===== src/rtl/instruction_fetch_if.sv =====
// Fetch-stage bus: PC/ROM side toward program counter and instruction ROM,
// plus the valid/ready instruction handoff toward decode.
// The master modport is the fetch stage; the slave modport is its environment.
interface instruction_fetch_if #(
  parameter int DATA_WIDTH = 16,
  parameter int ADDR_WIDTH = 16
);
  logic [ADDR_WIDTH-1:0] pc;
  logic                  pc_increment;
  logic [ADDR_WIDTH-1:0] rom_addr;
  logic [DATA_WIDTH-1:0] rom_data;
  logic                  flush;
  logic [DATA_WIDTH-1:0] instr;
  logic [ADDR_WIDTH-1:0] instr_addr;
  logic                  instr_valid;
  logic                  instr_ready;

  modport master (
    input  pc, rom_data, flush, instr_ready,
    output pc_increment, rom_addr, instr, instr_addr, instr_valid
  );

  modport slave (
    output pc, rom_data, flush, instr_ready,
    input  pc_increment, rom_addr, instr, instr_addr, instr_valid
  );
endinterface


===== src/rtl/instruction_fetch.sv =====
// Instruction fetch stage: addresses the synchronous ROM with the current PC,
// pulses the PC increment for every fetch issued, buffers returned words in a
// DEPTH-entry FIFO and hands them to decode tagged with their address.
// A flush drops everything buffered or in flight; fetching restarts at the
// newly loaded PC on the following cycle.
// Optional macro IFETCH_STATS_EN adds a saturating 16-bit bubble_cycles
// counter (decode ready but nothing valid).
module instruction_fetch #(
  parameter int DEPTH      = 2,
  parameter int DATA_WIDTH = 16,
  parameter int ADDR_WIDTH = 16
) (
  input  logic                   clk,
  input  logic                   reset,
  instruction_fetch_if.master    bus
`ifdef IFETCH_STATS_EN
  ,
  output logic [15:0]            bubble_cycles
`endif
);

  localparam int PTR_W = $clog2(DEPTH);
  // Wide enough for count + inflight, i.e. up to DEPTH + 1.
  localparam int CNT_W = $clog2(DEPTH + 2) + 1;

  logic [DATA_WIDTH-1:0] r_data [DEPTH];
  logic [ADDR_WIDTH-1:0] r_addr [DEPTH];
  logic [PTR_W-1:0]      r_wr_ptr;
  logic [PTR_W-1:0]      r_rd_ptr;
  logic [CNT_W-1:0]      r_count;
  logic                  r_inflight;
  logic [ADDR_WIDTH-1:0] r_inflight_addr;

  logic                  w_valid;
  logic                  w_pop;
  logic                  w_push;
  logic                  w_issue;
  logic [CNT_W-1:0]      w_occ;

  // Handshake and issue decisions; a fetch is only issued if its return is
  // guaranteed a FIFO slot after accounting for this cycle's pop.
  always_comb begin
    w_valid = (r_count != '0) && !bus.flush;
    w_pop   = w_valid && bus.instr_ready;
    w_push  = r_inflight && !bus.flush;
    w_occ   = r_count + CNT_W'(r_inflight) - CNT_W'(w_pop);
    w_issue = reset && !bus.flush && (w_occ < CNT_W'(DEPTH));
  end

  assign bus.rom_addr     = bus.pc;
  assign bus.pc_increment = w_issue;
  assign bus.instr_valid  = w_valid;
  assign bus.instr        = r_data[r_rd_ptr];
  assign bus.instr_addr   = r_addr[r_rd_ptr];

  // Pointers, occupancy and the in-flight fetch tracker.
  always_ff @(posedge clk or negedge reset) begin
    if (!reset) begin
      r_wr_ptr        <= '0;
      r_rd_ptr        <= '0;
      r_count         <= '0;
      r_inflight      <= 1'b0;
      r_inflight_addr <= '0;
    end else if (bus.flush) begin
      r_wr_ptr        <= '0;
      r_rd_ptr        <= '0;
      r_count         <= '0;
      r_inflight      <= 1'b0;
      r_inflight_addr <= r_inflight_addr;
    end else begin
      r_inflight <= w_issue;
      if (w_issue) begin
        r_inflight_addr <= bus.pc;
      end else begin
        r_inflight_addr <= r_inflight_addr;
      end
      if (w_push) begin
        r_wr_ptr <= r_wr_ptr + PTR_W'(1);
      end else begin
        r_wr_ptr <= r_wr_ptr;
      end
      if (w_pop) begin
        r_rd_ptr <= r_rd_ptr + PTR_W'(1);
      end else begin
        r_rd_ptr <= r_rd_ptr;
      end
      r_count <= r_count + CNT_W'(w_push) - CNT_W'(w_pop);
    end
  end

  // FIFO storage; cleared on reset so the head reads zero while reset is held.
  always_ff @(posedge clk or negedge reset) begin
    if (!reset) begin
      for (int i = 0; i < DEPTH; i++) begin
        r_data[i] <= '0;
        r_addr[i] <= '0;
      end
    end else if (w_push) begin
      r_data[r_wr_ptr] <= bus.rom_data;
      r_addr[r_wr_ptr] <= r_inflight_addr;
    end else begin
      r_data[r_wr_ptr] <= r_data[r_wr_ptr];
      r_addr[r_wr_ptr] <= r_addr[r_wr_ptr];
    end
  end

`ifdef IFETCH_STATS_EN
  logic [15:0] r_bubble;

  // Saturating count of cycles where decode was ready but nothing was valid.
  always_ff @(posedge clk or negedge reset) begin
    if (!reset) begin
      r_bubble <= 16'h0000;
    end else if (bus.instr_ready && !w_valid && (r_bubble != 16'hFFFF)) begin
      r_bubble <= r_bubble + 16'h0001;
    end else begin
      r_bubble <= r_bubble;
    end
  end

  assign bubble_cycles = r_bubble;
`endif

endmodule


===== src/flat_wrapper.sv =====
// flat-port wrapper written by rule: the top's interface ports become plain ports
module instruction_fetch_flat 
#(
  parameter int DEPTH      = 2,
  parameter int DATA_WIDTH = 16,
  parameter int ADDR_WIDTH = 16
)
  (clk, reset, bus_pc, bus_rom_data, bus_flush, bus_instr_ready, bus_pc_increment, bus_rom_addr, bus_instr, bus_instr_addr, bus_instr_valid);
  instruction_fetch_if #(.DATA_WIDTH(DATA_WIDTH), .ADDR_WIDTH(ADDR_WIDTH)) bus_i ();
  input  logic clk;
  input  logic reset;
  input wire logic [$bits(bus_i.pc)-1:0] bus_pc;
  input wire logic [$bits(bus_i.rom_data)-1:0] bus_rom_data;
  input wire logic [$bits(bus_i.flush)-1:0] bus_flush;
  input wire logic [$bits(bus_i.instr_ready)-1:0] bus_instr_ready;
  output wire logic [$bits(bus_i.pc_increment)-1:0] bus_pc_increment;
  output wire logic [$bits(bus_i.rom_addr)-1:0] bus_rom_addr;
  output wire logic [$bits(bus_i.instr)-1:0] bus_instr;
  output wire logic [$bits(bus_i.instr_addr)-1:0] bus_instr_addr;
  output wire logic [$bits(bus_i.instr_valid)-1:0] bus_instr_valid;
  assign bus_i.pc = bus_pc;
  assign bus_i.rom_data = bus_rom_data;
  assign bus_i.flush = bus_flush;
  assign bus_i.instr_ready = bus_instr_ready;
  assign bus_pc_increment = bus_i.pc_increment;
  assign bus_rom_addr = bus_i.rom_addr;
  assign bus_instr = bus_i.instr;
  assign bus_instr_addr = bus_i.instr_addr;
  assign bus_instr_valid = bus_i.instr_valid;
  instruction_fetch #(.DEPTH(DEPTH), .DATA_WIDTH(DATA_WIDTH), .ADDR_WIDTH(ADDR_WIDTH)) u_core (.clk(clk), .reset(reset), .bus(bus_i));
endmodule

===== config.mk =====
export PLATFORM = sky130hd
export DESIGN_NAME = instruction_fetch_flat
export DESIGN_NICKNAME = d
export VERILOG_FILES = /design/src/rtl/instruction_fetch_if.sv /design/src/rtl/instruction_fetch.sv /design/src/flat_wrapper.sv
export SDC_FILE = /design/constraint.sdc
export NUM_CORES = 1
export LEC_CHECK = 0
export CORE_MARGIN = 2
export CORE_UTILIZATION = 56
export CTS_BUF_LIST = sky130_fd_sc_hd__clkbuf_2
export DETAILED_ROUTE_END_ITERATION = 10
export PLACE_DENSITY = 0.87
export SLEW_MARGIN = 30
export SYNTH_ARGS = -nofsm -noshare
export SYNTH_HDL_FRONTEND = slang
export SYNTH_SLANG_ARGS = --single-unit

===== constraint.sdc =====
create_clock -name clk -period 8.9 [get_ports clk]
set_input_delay 2.67 -clock clk [delete_from_list [all_inputs] [get_ports clk]]
set_output_delay 2.67 -clock clk [all_outputs]
set_load 0.005 [all_outputs]

# Word-level counts from Yosys, hierarchy flattened
# Index checks and enable logic that the tools add are counted.
word_totals:
  wordCells: 59
  ff_bits: 86
  input_bits: 36
classes:
  mux: 26
  n_lt_le_gt_ge: 4
  reduce_logical: 11
  n_bitwise: 3
  addsub: 6
op_table:
  columns: ["op", "count"]
  rows:
  - ["$mux W16", 13]
  - ["$bwmux W32", 4]
  - ["$mux W32", 2]
  - ["$demux W16 S1", 1]
  - ["$add A3 B1 Y3", 2]
  - ["$logic_and A1 B1 Y1", 6]
  - ["$sub A3 B1 Y3", 2]
  - ["$mux W1", 5]
  - ["$ge A2 B2 Y1 const B", 2]
  - ["$not A1 Y2", 2]
  - ["$reduce_bool A2 Y1", 2]
  - ["$lt A3 B2 Y1 const B", 1]
  - ["$mux W3", 1]
  - ["$reduce_bool A3 Y1", 1]
  - ["$add A1 B1 Y1 const B", 2]
  - ["$lt A2 B1 Y1 const B", 1]
  - ["$reduce_and A2 Y1", 1]
  - ["$logic_not A1 Y1", 1]
  - ["$not A1 Y1", 1]

# Longest topological paths before layout
# Gate-level depths: netlist of run 1.
logic_depth:
  ltp_word: 7
  depth_mapped: 11
  ltp_nobuf: 10

# Least setup slack after synthesis of run 1
# OpenSTA, ideal clock, no wires.
synth_timing:
  kind: "input to output"
  start: "in bus_flush"
  end: "out bus_pc_increment"
  n_path_buf: 1
  arrival_time_ps: 4427
  path_slack_ps: 1803
  t_required_ps: 6230
  path_stages: 9
  path_cell_list: "nor2_1 -> and2_1 -> ha_1 -> inv_1 -> nand2_1 -> fa_1 -> nand4b_1 -> mux2i_4 -> buf_6"
synth_between:
  elab_chain_len: 6
  elab_cells_between_ends: 7
synth_lines:
  columns: ["element", "line_no", "source"]
  rows:
  - ["start: declaration", "flat_wrapper.sv:14", "input wire logic [$bits(bus_i.flush)-1:0] bus_flush;"]
  - ["$logic_not A1 Y1 *", "instruction_fetch.sv:43, instruction_fetch.sv:47", null]
  - ["$logic_and A1 B1 Y1", "instruction_fetch.sv:43", "w_valid = (r_count != '0) && !bus.flush;"]
  - ["$logic_and A1 B1 Y1", "instruction_fetch.sv:44", "w_pop = w_valid && bus.instr_ready;"]
  - ["$sub A3 B1 Y3", "instruction_fetch.sv:46", "w_occ = r_count + CNT_W'(r_inflight) - CNT_W'(w_pop);"]
  - ["$lt A3 B2 Y1", "instruction_fetch.sv:47", "w_issue = reset && !bus.flush && (w_occ < CNT_W'(DEPTH));"]
  - ["$logic_and A1 B1 Y1 *", "instruction_fetch.sv:47", null]
  - ["end: declaration", "flat_wrapper.sv:16", "output wire logic [$bits(bus_i.pc_increment)-1:0] bus_pc_increment;"]
# Mark *: on every way between the ends. The rest lies on a longest branch, timed or not.

# Worst setup path after layout of run 1
# Same ends and word-level chain as after synthesis.

==> results of run 1 <==
[final cells by class]
class,count,area share (%)
Sequential cell,86,44.5
Multi-Input combinational cell,137,31.6
Timing Repair Buffer,89,18.3
Tap cell,80,2.07
Clock inverter,4,1.97
Clock buffer,12,1.24
Inverter,4,0.311
[worst min-delay path by stage]
| stage | start | endpoint | depth (start not counted) |
|---|---|---|---|
| after floorplan | u_core.r_addr[21] | u_core.r_addr[21] | 1 |
| after global placement | u_core.r_addr[21] | u_core.r_addr[21] | 1 |
| after detailed placement | u_core.r_data[6] | u_core.r_data[6] | 1 |
| after CTS | u_core.r_data[6] | u_core.r_data[6] | 1 |
| after global routing | u_core.r_data[31] | u_core.r_data[31] | 1 |
| final | u_core.r_addr[16] | u_core.r_addr[16] | 1 |
[per-layer routing]
metal | track usage [%] | up-vias
met2 | 32.2 | 55
li1 | - | 1021
met4 | 8.39 | 0
met1 | 23.9 | 1128
met5 | 0 | -
met3 | 4.08 | 9
[cells by family (layout without fill, tap and decap cells)]
| kind of cell | after synthesis | count (layout) | synth area share (%) |
|---|---|---|---|
| AOI/OAI and AO/OA | 1 | 1 | 0.194 |
| xor gates and xnor gates | 4 | 4 | 1.10 |
| adders and majority gates | 4 | 4 | 1.68 |
| buffers and inverters | 32 | 109 | 5.23 |
| DFF | 86 | 86 | 55.5 |
| muxes | 114 | 114 | 34.2 |
| and+or+nand+nor | 14 | 14 | 2.03 |
[per-stage QoR]
stage	utilization [%]	hold slack [ps]	total power, mW	area [µm²]	instances
6_report	71.5	529	1.61	4830	412
5_1_grt	71.5	549	1.71	4830	412
4_1_cts	71.5	532	1.63	4830	412
3_5_place_dp	69.2	489	1.38	4670	396
3_3_place_gp	69.2	465	1.35	4670	396
2_1_floorplan	-	454	1.06	3880	255
[power by group]
part | internal (mW) | leakage, nW | switching (mW)
sequential | 0.557 | 1.08 | 0.100
clock | 0.124 | 0.0962 | 0.123
combinational | 0.481 | 0.967 | 0.226
total | 1.16 | 2.14 | 0.449
[registers in the layout (all words and copies together) (netlist names)]
register,count
u_core.r_count,3
u_core.r_addr,32
u_core.r_wr_ptr,1
u_core.r_inflight,1
u_core.r_inflight_addr,16
u_core.r_data,32
u_core.r_rd_ptr,1
[worst reg2reg max path, delay by kind of cell (launching register included)]
family	cells	cell delay (ps)
DFF	1	510
adders and majority gates	2	760
muxes	2	550
buffers and inverters	2	390
and+or+nand+nor	5	700
[synth_stat cells (all sizes together)]
cell	n
and2	1
buf	23
clkbuf	5
dfrtp	86
fa	2
ha	2
inv	4
mux2	112
mux2i	2
nand2	2
nand4b	1
nand4bb	1
nor2	4
nor2b	4
nor3	1
o31ai	1
xnor2	3
xor2	1
==> impl_results.html, run 1 <==
<table>
<tr><th>Metric</th><th>Value</th></tr>
<tr><th colspan="2">Status</th></tr>
<tr><td>Run status</td><td>finished clean</td></tr>
<tr><th colspan="2">Worst setup path</th></tr>
<tr><td>Number of buffer and inverter stages on the critical path</td><td>3</td></tr>
<tr><td>Register-to-Register Setup Slack</td><td>5890 ps</td></tr>
<tr><td>Destination of the critical timing path</td><td>bus_pc_increment</td></tr>
<tr><td>Worst r2r path cells</td><td>11</td></tr>
<tr><td>Highest fanout seen on the critical path</td><td>9</td></tr>
<tr><td>Required time at the endpoint of the critical path</td><td>6230 ps</td></tr>
<tr><td>CP max stage delay</td><td>630 ps</td></tr>
<tr><td>Worst Path Arrival</td><td>5360 ps</td></tr>
<tr><td>Worst Setup Start Kind</td><td>input port</td></tr>
<tr><td>Cell depth of the worst setup path</td><td>10</td></tr>
<tr><td>Launch point of the critical path</td><td>bus_flush</td></tr>
<tr><td>Cell-by-cell listing of the critical path</td><td>clkdlybuf4s50_1, nor2_1, and2_1, ha_1, inv_1, nand2_1, fa_1, nand4b_1, mux2i_4, clkdlybuf4s50_1</td></tr>
<tr><td>Most common cell type on the critical path</td><td>sky130_fd_sc_hd__clkdlybuf4s50_1</td></tr>
<tr><td>Reg2Reg Launch Point</td><td>u_core.r_count[1]</td></tr>
<tr><td>Crit. End Element</td><td>output pin</td></tr>
<tr><td>Cell family with the largest share of critical-path delay</td><td>buffers and inverters</td></tr>
<tr><td>Class of the most critical setup path</td><td>in -&gt; out</td></tr>
<tr><td>Slowest library cell on the worst path</td><td>sky130_fd_sc_hd__clkdlybuf4s50_1</td></tr>
<tr><td>End of the worst register-to-register path</td><td>u_core.r_inflight_addr[2]</td></tr>
<tr><th colspan="2">Global route</th></tr>
<tr><td>Overall fraction of global-route tracks in use</td><td>19.1%</td></tr>
<tr><td>Overflow left after global routing</td><td>0</td></tr>
<tr><td>Pin count of the biggest net entering global routing</td><td>81</td></tr>
<tr><td>Via count of the first global-routing pass</td><td>2,337</td></tr>
<tr><td>First-pass GRT wire length</td><td>11,100 µm</td></tr>
<tr><td>Number of antenna violations at the first check in global routing</td><td>0</td></tr>
<tr><th colspan="2">Clock network</th></tr>
<tr><td>Max clock buf depth</td><td>2</td></tr>
<tr><td>Buffer cell driving the clock tree root</td><td>sky130_fd_sc_hd__clkbuf_2</td></tr>
<tr><td>CTS tree</td><td>done</td></tr>
<tr><td>Clk sinks</td><td>86</td></tr>
<tr><td>CTS resizes</td><td>0</td></tr>
<tr><td>Clock slew at the register clock pins of the worst setup and hold paths</td><td>190 ps</td></tr>
<tr><td>TritonCTS Buffers</td><td>9</td></tr>
<tr><td>Hold Buf Count CTS</td><td>0</td></tr>
<tr><td>Clock latency on the worst-skew pair</td><td>500 ps</td></tr>
<tr><td>Post-CTS Setup Repair Bufs</td><td>0</td></tr>
<tr><td>Htree depth</td><td>3</td></tr>
<tr><th colspan="2">Die</th></tr>
<tr><td>Chip Height</td><td>87.2 µm</td></tr>
<tr><td>Top-level I/O count</td><td>86</td></tr>
<tr><td>Initial core utilization</td><td>57.4%</td></tr>
<tr><td>Die Outline Area</td><td>7600 µm²</td></tr>
<tr><td>Count of standard-cell rows</td><td>30</td></tr>
<tr><td>Die width</td><td>87.2 µm</td></tr>
<tr><td>Area of the core</td><td>6760 µm²</td></tr>
<tr><th colspan="2">Finish</th></tr>
<tr><td>Most frequent cells in the layout</td><td>102 x sky130_fd_sc_hd__mux2_2, 86 x sky130_fd_sc_hd__dfrtp_1, 84 x sky130_fd_sc_hd__clkdlybuf4s50_1</td></tr>
<tr><td>Number of fill cells in the layout</td><td>467</td></tr>
<tr><td>Most common library cell in the layout ignoring fill and taps</td><td>sky130_fd_sc_hd__mux2_2</td></tr>
<tr><td>Fin nets</td><td>367</td></tr>
<tr><td>Area added between synthesis and finish</td><td>24.7%</td></tr>
<tr><td>Share of cells above drive strength 1</td><td>40.7%</td></tr>
<tr><td>Total area of multi-input combinational cells</td><td>1530 µm²</td></tr>
<tr><td>Diodes inserted</td><td>0</td></tr>
<tr><td>Sequential Area</td><td>2150 µm²</td></tr>
<tr><th colspan="2">Synth</th></tr>
<tr><td>Portion of the post-synthesis area used by sequential elements</td><td>55.5%</td></tr>
<tr><td>Area share of the leading cell type in the synthesized netlist</td><td>55.5%</td></tr>
<tr><td>#FFs+latches synth</td><td>86</td></tr>
<tr><td>Combined area of all synthesized cells</td><td>3880 µm²</td></tr>
<tr><td>Net count after synthesis</td><td>295</td></tr>
<tr><td>Synthesized instance count</td><td>255</td></tr>
<tr><td>Post-Synthesis Mean Instance Area</td><td>15.2 µm²</td></tr>
<tr><td>Count of unique library cells instantiated by Yosys</td><td>24</td></tr>
<tr><td>Biggest area consumer among synthesized cells</td><td>sky130_fd_sc_hd__dfrtp_1</td></tr>
<tr><td>Ranking of synthesized cells by area</td><td>sky130_fd_sc_hd__dfrtp_1 56%, sky130_fd_sc_hd__mux2_2 30%, sky130_fd_sc_hd__buf_4 3.7%</td></tr>
<tr><td>Yosys Warn Count</td><td>0</td></tr>
<tr><th colspan="2">STA</th></tr>
<tr><td>Final Hold Vio Count</td><td>0</td></tr>
<tr><td>Share of the clock period used by the worst path</td><td>90.3%</td></tr>
<tr><td>Final critical-path required period</td><td>8030 ps</td></tr>
<tr><td>Finish-stage setup viols</td><td>0</td></tr>
<tr><td>Worst-margin pin slew</td><td>973 ps</td></tr>
<tr><td>Worst max-slew margin expressed relative to the limit</td><td>35.0%</td></tr>
<tr><td>Final slew viol count</td><td>0</td></tr>
<tr><td>Fin Clk Skew</td><td>26.8 ps</td></tr>
<tr><td>RSZ-0062 raised after global routing</td><td>false</td></tr>
<tr><td>Achievable Freq</td><td>124 MHz</td></tr>
<tr><td>Setup slack after layout</td><td>867 ps</td></tr>
<tr><td>Sum of negative setup slack</td><td>0 ps</td></tr>
<tr><th colspan="2">Drt</th></tr>
<tr><td>Amount of wire on met3 after detailed routing</td><td>315 µm</td></tr>
<tr><td>Highest routed metal layer</td><td>met4</td></tr>
<tr><td>Routed vias/inst</td><td>5.37</td></tr>
<tr><td>Drt drc</td><td>0</td></tr>
<tr><td>WL met1</td><td>3020 µm</td></tr>
<tr><td>Detailed-router iteration count before antenna repair</td><td>4</td></tr>
<tr><td>Number of nets with antenna violations after routing</td><td>0</td></tr>
<tr><td>Met2 routed wirelength</td><td>3530 µm</td></tr>
<tr><td>Via count</td><td>2,213</td></tr>
<tr><td>DR WL/cell</td><td>16.9 µm</td></tr>
<tr><td>Routed Wire Length</td><td>6960 µm</td></tr>
<tr><td>Number of violations reported at the end of detailed-routing iteration 0</td><td>64</td></tr>
<tr><th colspan="2">Pwr</th></tr>
<tr><td>P_leak</td><td>2.14 nW</td></tr>
<tr><td>Maximum vdd drop</td><td>0.000148 V</td></tr>
<tr><td>Power per unit of standard cell area</td><td>334 nW/µm²</td></tr>
<tr><th colspan="2">Placed design</th></tr>
<tr><td>Post-detail-place hpwl</td><td>4660 µm</td></tr>
<tr><td>Buffers on Ports</td><td>85</td></tr>
<tr><td>GPL Wtd Cong</td><td>0.779</td></tr>
<tr><td>Post-Place Worst Slack</td><td>858 ps</td></tr>
<tr><th colspan="2">Min path</th></tr>
<tr><td>Tightest Hold Check Type</td><td>reg -&gt; reg</td></tr>
<tr><th colspan="2">Job</th></tr>
<tr><td>Max_cap viols</td><td>0</td></tr>
</table>
(Power assumes the default switching activity.)
==> run 2, diff against run 1 <==
--- a/config.mk
+++ b/config.mk
@@ -5,11 +5,12 @@
 export SDC_FILE = /design/constraint.sdc
 export NUM_CORES = 1
 export LEC_CHECK = 0
-export CORE_MARGIN = 2
 export CORE_UTILIZATION = 56
 export CTS_BUF_LIST = sky130_fd_sc_hd__clkbuf_2
+export CTS_CLUSTER_DIAMETER = 40
 export DETAILED_ROUTE_END_ITERATION = 10
 export PLACE_DENSITY = 0.87
+export REMOVE_ABC_BUFFERS = 1
 export SLEW_MARGIN = 30
 export SYNTH_ARGS = -nofsm -noshare
 export SYNTH_HDL_FRONTEND = slang
==> impl_results.html, run 2 (synthesis gave the netlist of run 1 again) <==
<table>
<tr><th>Metric</th><th>Value</th></tr>
<tr><th colspan="2">Placed design</th></tr>
<tr><td>Buffers on Ports</td><td>85 (unchanged)</td></tr>
<tr><td>Post-detail-place hpwl</td><td>4770 µm (+2.4%)</td></tr>
<tr><td>GPL Wtd Cong</td><td>0.802 (+3.0%)</td></tr>
<tr><td>Instance count after placement with tap cells included</td><td>394 (-0.51%)</td></tr>
<tr><td>Post-Place Worst Slack</td><td>838 ps (-19.7 ps)</td></tr>
<tr><td>Placed standard-cell area</td><td>4690 µm² (+0.32%)</td></tr>
<tr><th colspan="2">Clock network</th></tr>
<tr><td>CTS resizes</td><td>0 (unchanged)</td></tr>
<tr><td>TritonCTS Buffers</td><td>9 (unchanged)</td></tr>
<tr><td>Clock slew at the register clock pins of the worst setup and hold paths</td><td>210 ps (+20 ps)</td></tr>
<tr><td>CTS tree</td><td>done</td></tr>
<tr><td>Post-CTS Setup Repair Bufs</td><td>0 (unchanged)</td></tr>
<tr><td>Hold Buf Count CTS</td><td>0 (unchanged)</td></tr>
<tr><td>Max clock buf depth</td><td>2 (unchanged)</td></tr>
<tr><td>Buffer cell driving the clock tree root</td><td>sky130_fd_sc_hd__clkbuf_2</td></tr>
<tr><td>Htree depth</td><td>3 (unchanged)</td></tr>
<tr><td>Clock latency on the worst-skew pair</td><td>530 ps (+30 ps)</td></tr>
<tr><td>Clk sinks</td><td>86 (unchanged)</td></tr>
<tr><th colspan="2">STA</th></tr>
<tr><td>Final Hold Vio Count</td><td>0 (unchanged)</td></tr>
<tr><td>RSZ-0062 raised after global routing</td><td>false</td></tr>
<tr><td>Setup slack after layout</td><td>820 ps (-47.5 ps)</td></tr>
<tr><td>Finish-stage setup viols</td><td>0 (unchanged)</td></tr>
<tr><td>Worst-margin pin slew</td><td>734 ps (-238 ps)</td></tr>
<tr><td>Achievable Freq</td><td>124 MHz (-0.59%)</td></tr>
<tr><td>Sum of negative setup slack</td><td>0 ps (unchanged)</td></tr>
<tr><td>Worst max-slew margin expressed relative to the limit</td><td>51.0% (+16 points)</td></tr>
<tr><td>Final slew viol count</td><td>0 (unchanged)</td></tr>
<tr><td>Fin Clk Skew</td><td>30.1 ps (+3.33 ps)</td></tr>
<tr><td>Share of the clock period used by the worst path</td><td>90.8% (+0.53 points)</td></tr>
<tr><td>Final critical-path required period</td><td>8080 ps (+47.5 ps)</td></tr>
<tr><th colspan="2">Finish</th></tr>
<tr><td>Fin nets</td><td>368 (+0.27%)</td></tr>
<tr><td>Area added between synthesis and finish</td><td>23.6%</td></tr>
<tr><td>Number of fill cells in the layout</td><td>447 (-4.3%)</td></tr>
<tr><td>Cell area after layout</td><td>4790 µm² (-0.88%)</td></tr>
<tr><td>Registers with the highest flip-flop counts</td><td>u_core.r_addr: 32 flops, u_core.r_data: 32 flops, u_core.r_inflight_addr: 16 flops</td></tr>
<tr><td>Diodes inserted</td><td>0 (unchanged)</td></tr>
<tr><td>Share of cells above drive strength 1</td><td>40.8% (+0.18 points)</td></tr>
<tr><td>Final standard cell count with taps included and fillers excluded</td><td>410 (-0.49%)</td></tr>
<tr><td>Most common library cell in the layout ignoring fill and taps</td><td>sky130_fd_sc_hd__mux2_2</td></tr>
<tr><td>Most frequent cells in the layout</td><td>102 x sky130_fd_sc_hd__mux2_2, 86 x sky130_fd_sc_hd__dfrtp_1, 84 x sky130_fd_sc_hd__clkdlybuf4s50_1</td></tr>
<tr><th colspan="2">Worst setup path</th></tr>
<tr><td>CP max stage delay</td><td>640 ps (about the same)</td></tr>
<tr><td>Class of the most critical setup path</td><td>in -&gt; out</td></tr>
<tr><td>Slowest library cell on the worst path</td><td>sky130_fd_sc_hd__clkdlybuf4s50_1</td></tr>
<tr><td>Crit. End Element</td><td>output pin</td></tr>
<tr><td>Most common cell type on the critical path</td><td>sky130_fd_sc_hd__clkdlybuf4s50_1</td></tr>
<tr><td>Highest fanout seen on the critical path</td><td>9 (unchanged)</td></tr>
<tr><td>Register-to-Register Setup Slack</td><td>5780 ps (-110 ps)</td></tr>
<tr><td>Cell-by-cell listing of the critical path</td><td>clkdlybuf4s50_1, nor2_1, and2_1, ha_1, inv_1, nand2_1, fa_1, nand4bb_1, mux2i_4, clkdlybuf4s50_1</td></tr>
<tr><td>Worst Setup Start Kind</td><td>input port</td></tr>
<tr><td>Worst Path Arrival</td><td>5410 ps (+50 ps)</td></tr>
<tr><td>Required time at the endpoint of the critical path</td><td>6230 ps (about the same)</td></tr>
<tr><th colspan="2">Drt</th></tr>
<tr><td>Detailed-router iteration count before antenna repair</td><td>4 (unchanged)</td></tr>
<tr><td>Drt drc</td><td>0 (unchanged)</td></tr>
<tr><td>Number of violations reported at the end of detailed-routing iteration 0</td><td>60 (-6.3%)</td></tr>
<tr><td>DR WL/cell</td><td>17.1 µm (+1.3%)</td></tr>
<tr><td>Via count</td><td>2,246 (+1.5%)</td></tr>
<tr><td>Routed Wire Length</td><td>7010 µm (+0.83%)</td></tr>
<tr><td>Routed vias/inst</td><td>5.48 (+2.0%)</td></tr>
<tr><td>Number of nets with antenna violations after routing</td><td>0 (unchanged)</td></tr>
<tr><th colspan="2">Pwr</th></tr>
<tr><td>Total power</td><td>1.55 mW (-4.0%)</td></tr>
<tr><td>Maximum vdd drop</td><td>0.000167 V (+13%)</td></tr>
<tr><td>P_leak</td><td>2.12 nW (-1.2%)</td></tr>
<tr><td>Power per unit of standard cell area</td><td>323 nW/µm² (-3.1%)</td></tr>
<tr><th colspan="2">Global route</th></tr>
<tr><td>Overall fraction of global-route tracks in use</td><td>21.7% (+2.6 points)</td></tr>
<tr><td>First-pass GRT wire length</td><td>11,900 µm (+7.2%)</td></tr>
<tr><td>Pin count of the biggest net entering global routing</td><td>87 (+7.4%)</td></tr>
<tr><td>Overflow left after global routing</td><td>0 (unchanged)</td></tr>
<tr><td>Via count of the first global-routing pass</td><td>2,468 (+5.6%)</td></tr>
<tr><td>Number of antenna violations at the first check in global routing</td><td>0 (unchanged)</td></tr>
<tr><th colspan="2">Die</th></tr>
<tr><td>Area of the core</td><td>6530 µm² (-3.3%)</td></tr>
<tr><td>Count of standard-cell rows</td><td>29 (-3.3%)</td></tr>
<tr><td>Top-level I/O count</td><td>86 (unchanged)</td></tr>
<tr><td>Initial core utilization</td><td>59.3% (+2.0 points)</td></tr>
<tr><td>Die Outline Area</td><td>7260 µm² (-4.5%)</td></tr>
<tr><td>Die width</td><td>85.2 µm (-2.3%)</td></tr>
<tr><td>Chip Height</td><td>85.2 µm (-2.3%)</td></tr>
<tr><th colspan="2">Min path</th></tr>
<tr><td>Tightest Hold Check Type</td><td>reg -&gt; reg</td></tr>
<tr><th colspan="2">Status</th></tr>
<tr><td>Run status</td><td>finished clean</td></tr>
<tr><th colspan="2">Job</th></tr>
<tr><td>Max_cap viols</td><td>0 (unchanged)</td></tr>
</table>
==> run 2: cell types whose count changed in the layout (fill, tap and decap cells not counted), sizes merged <==
cell / previous run / this run
bufinv: 3 / 0
clkbuf: 12 / 9
inv: 4 / 7
clkinv: 1 / 3
buf: 5 / 6
clkinvlp: 0 / 1
==> run 2: power breakdown <==
| part | switching, mW | leakage [nW] | internal [mW] |
|---|---|---|---|
| Sequential | 0.101 | 1.08 | 0.557 |
| Combinational | 0.224 | 0.974 | 0.484 |
| Clock | 0.141 | 0.0633 | 0.0406 |
| Total | 0.467 | 2.12 | 1.08 |
==> run 2: metrics by stage <==
stage | hold slack (ps) | utilization [%]
finish | 529 | 73.4
global route | 556 | 73.4
CTS | 533 | 73.4
detailed placement | 488 | 71.8
global placement | 467 | 71.5
floorplan | 454 | -
==> run 2: critical path, delay by kind of cell <==
kind                     cells  cell delay, ps
buffers and inverters        3            1230
adder cells (fa/ha/maj)      2             790
multiplexers                 1             200
AND/OR/NAND/NOR              4             520
==> run 2: path summary, 6_finish.rpt <==
path / start / depth (start not counted) / to
min in group asynchronous: reset / 2 / u_core.r_addr[14]
setup / recovery: bus_flush / 10 / bus_pc_increment
max in group asynchronous: reset / 2 / u_core.r_addr[16]
setup reg to reg: u_core.r_count[1] / 11 / u_core.r_inflight_addr[1]
hold / removal: u_core.r_addr[1] / 1 / u_core.r_addr[1]
hold reg to reg: u_core.r_addr[1] / 1 / u_core.r_addr[1]
==> run 2: final cells by class <==
class | instances | area (µm²) | share of cell area [%]
flip-flops and latches | 86 | 2150 | 44.9
multi-input cells | 137 | 1530 | 31.9
repair buffers | 90 | 897 | 18.7
well taps | 77 | 96.3 | 2.01
clock inverters | 7 | 56.3 | 1.18
clock buffers | 9 | 45.0 | 0.940
inverters | 4 | 15.0 | 0.313
==> run 2: layer usage <==
| layer | track usage (%) | share of wire [%] | vias up |
|---|---|---|---|
| met3 | 3.70 | 5.4 | 10 |
| met1 | 29.2 | 44 | 1134 |
| met5 | 0 | 0 | - |
| met4 | 9.09 | 1.5 | 0 |
| li1 | - | - | 1028 |
| met2 | 35.3 | 49 | 74 |
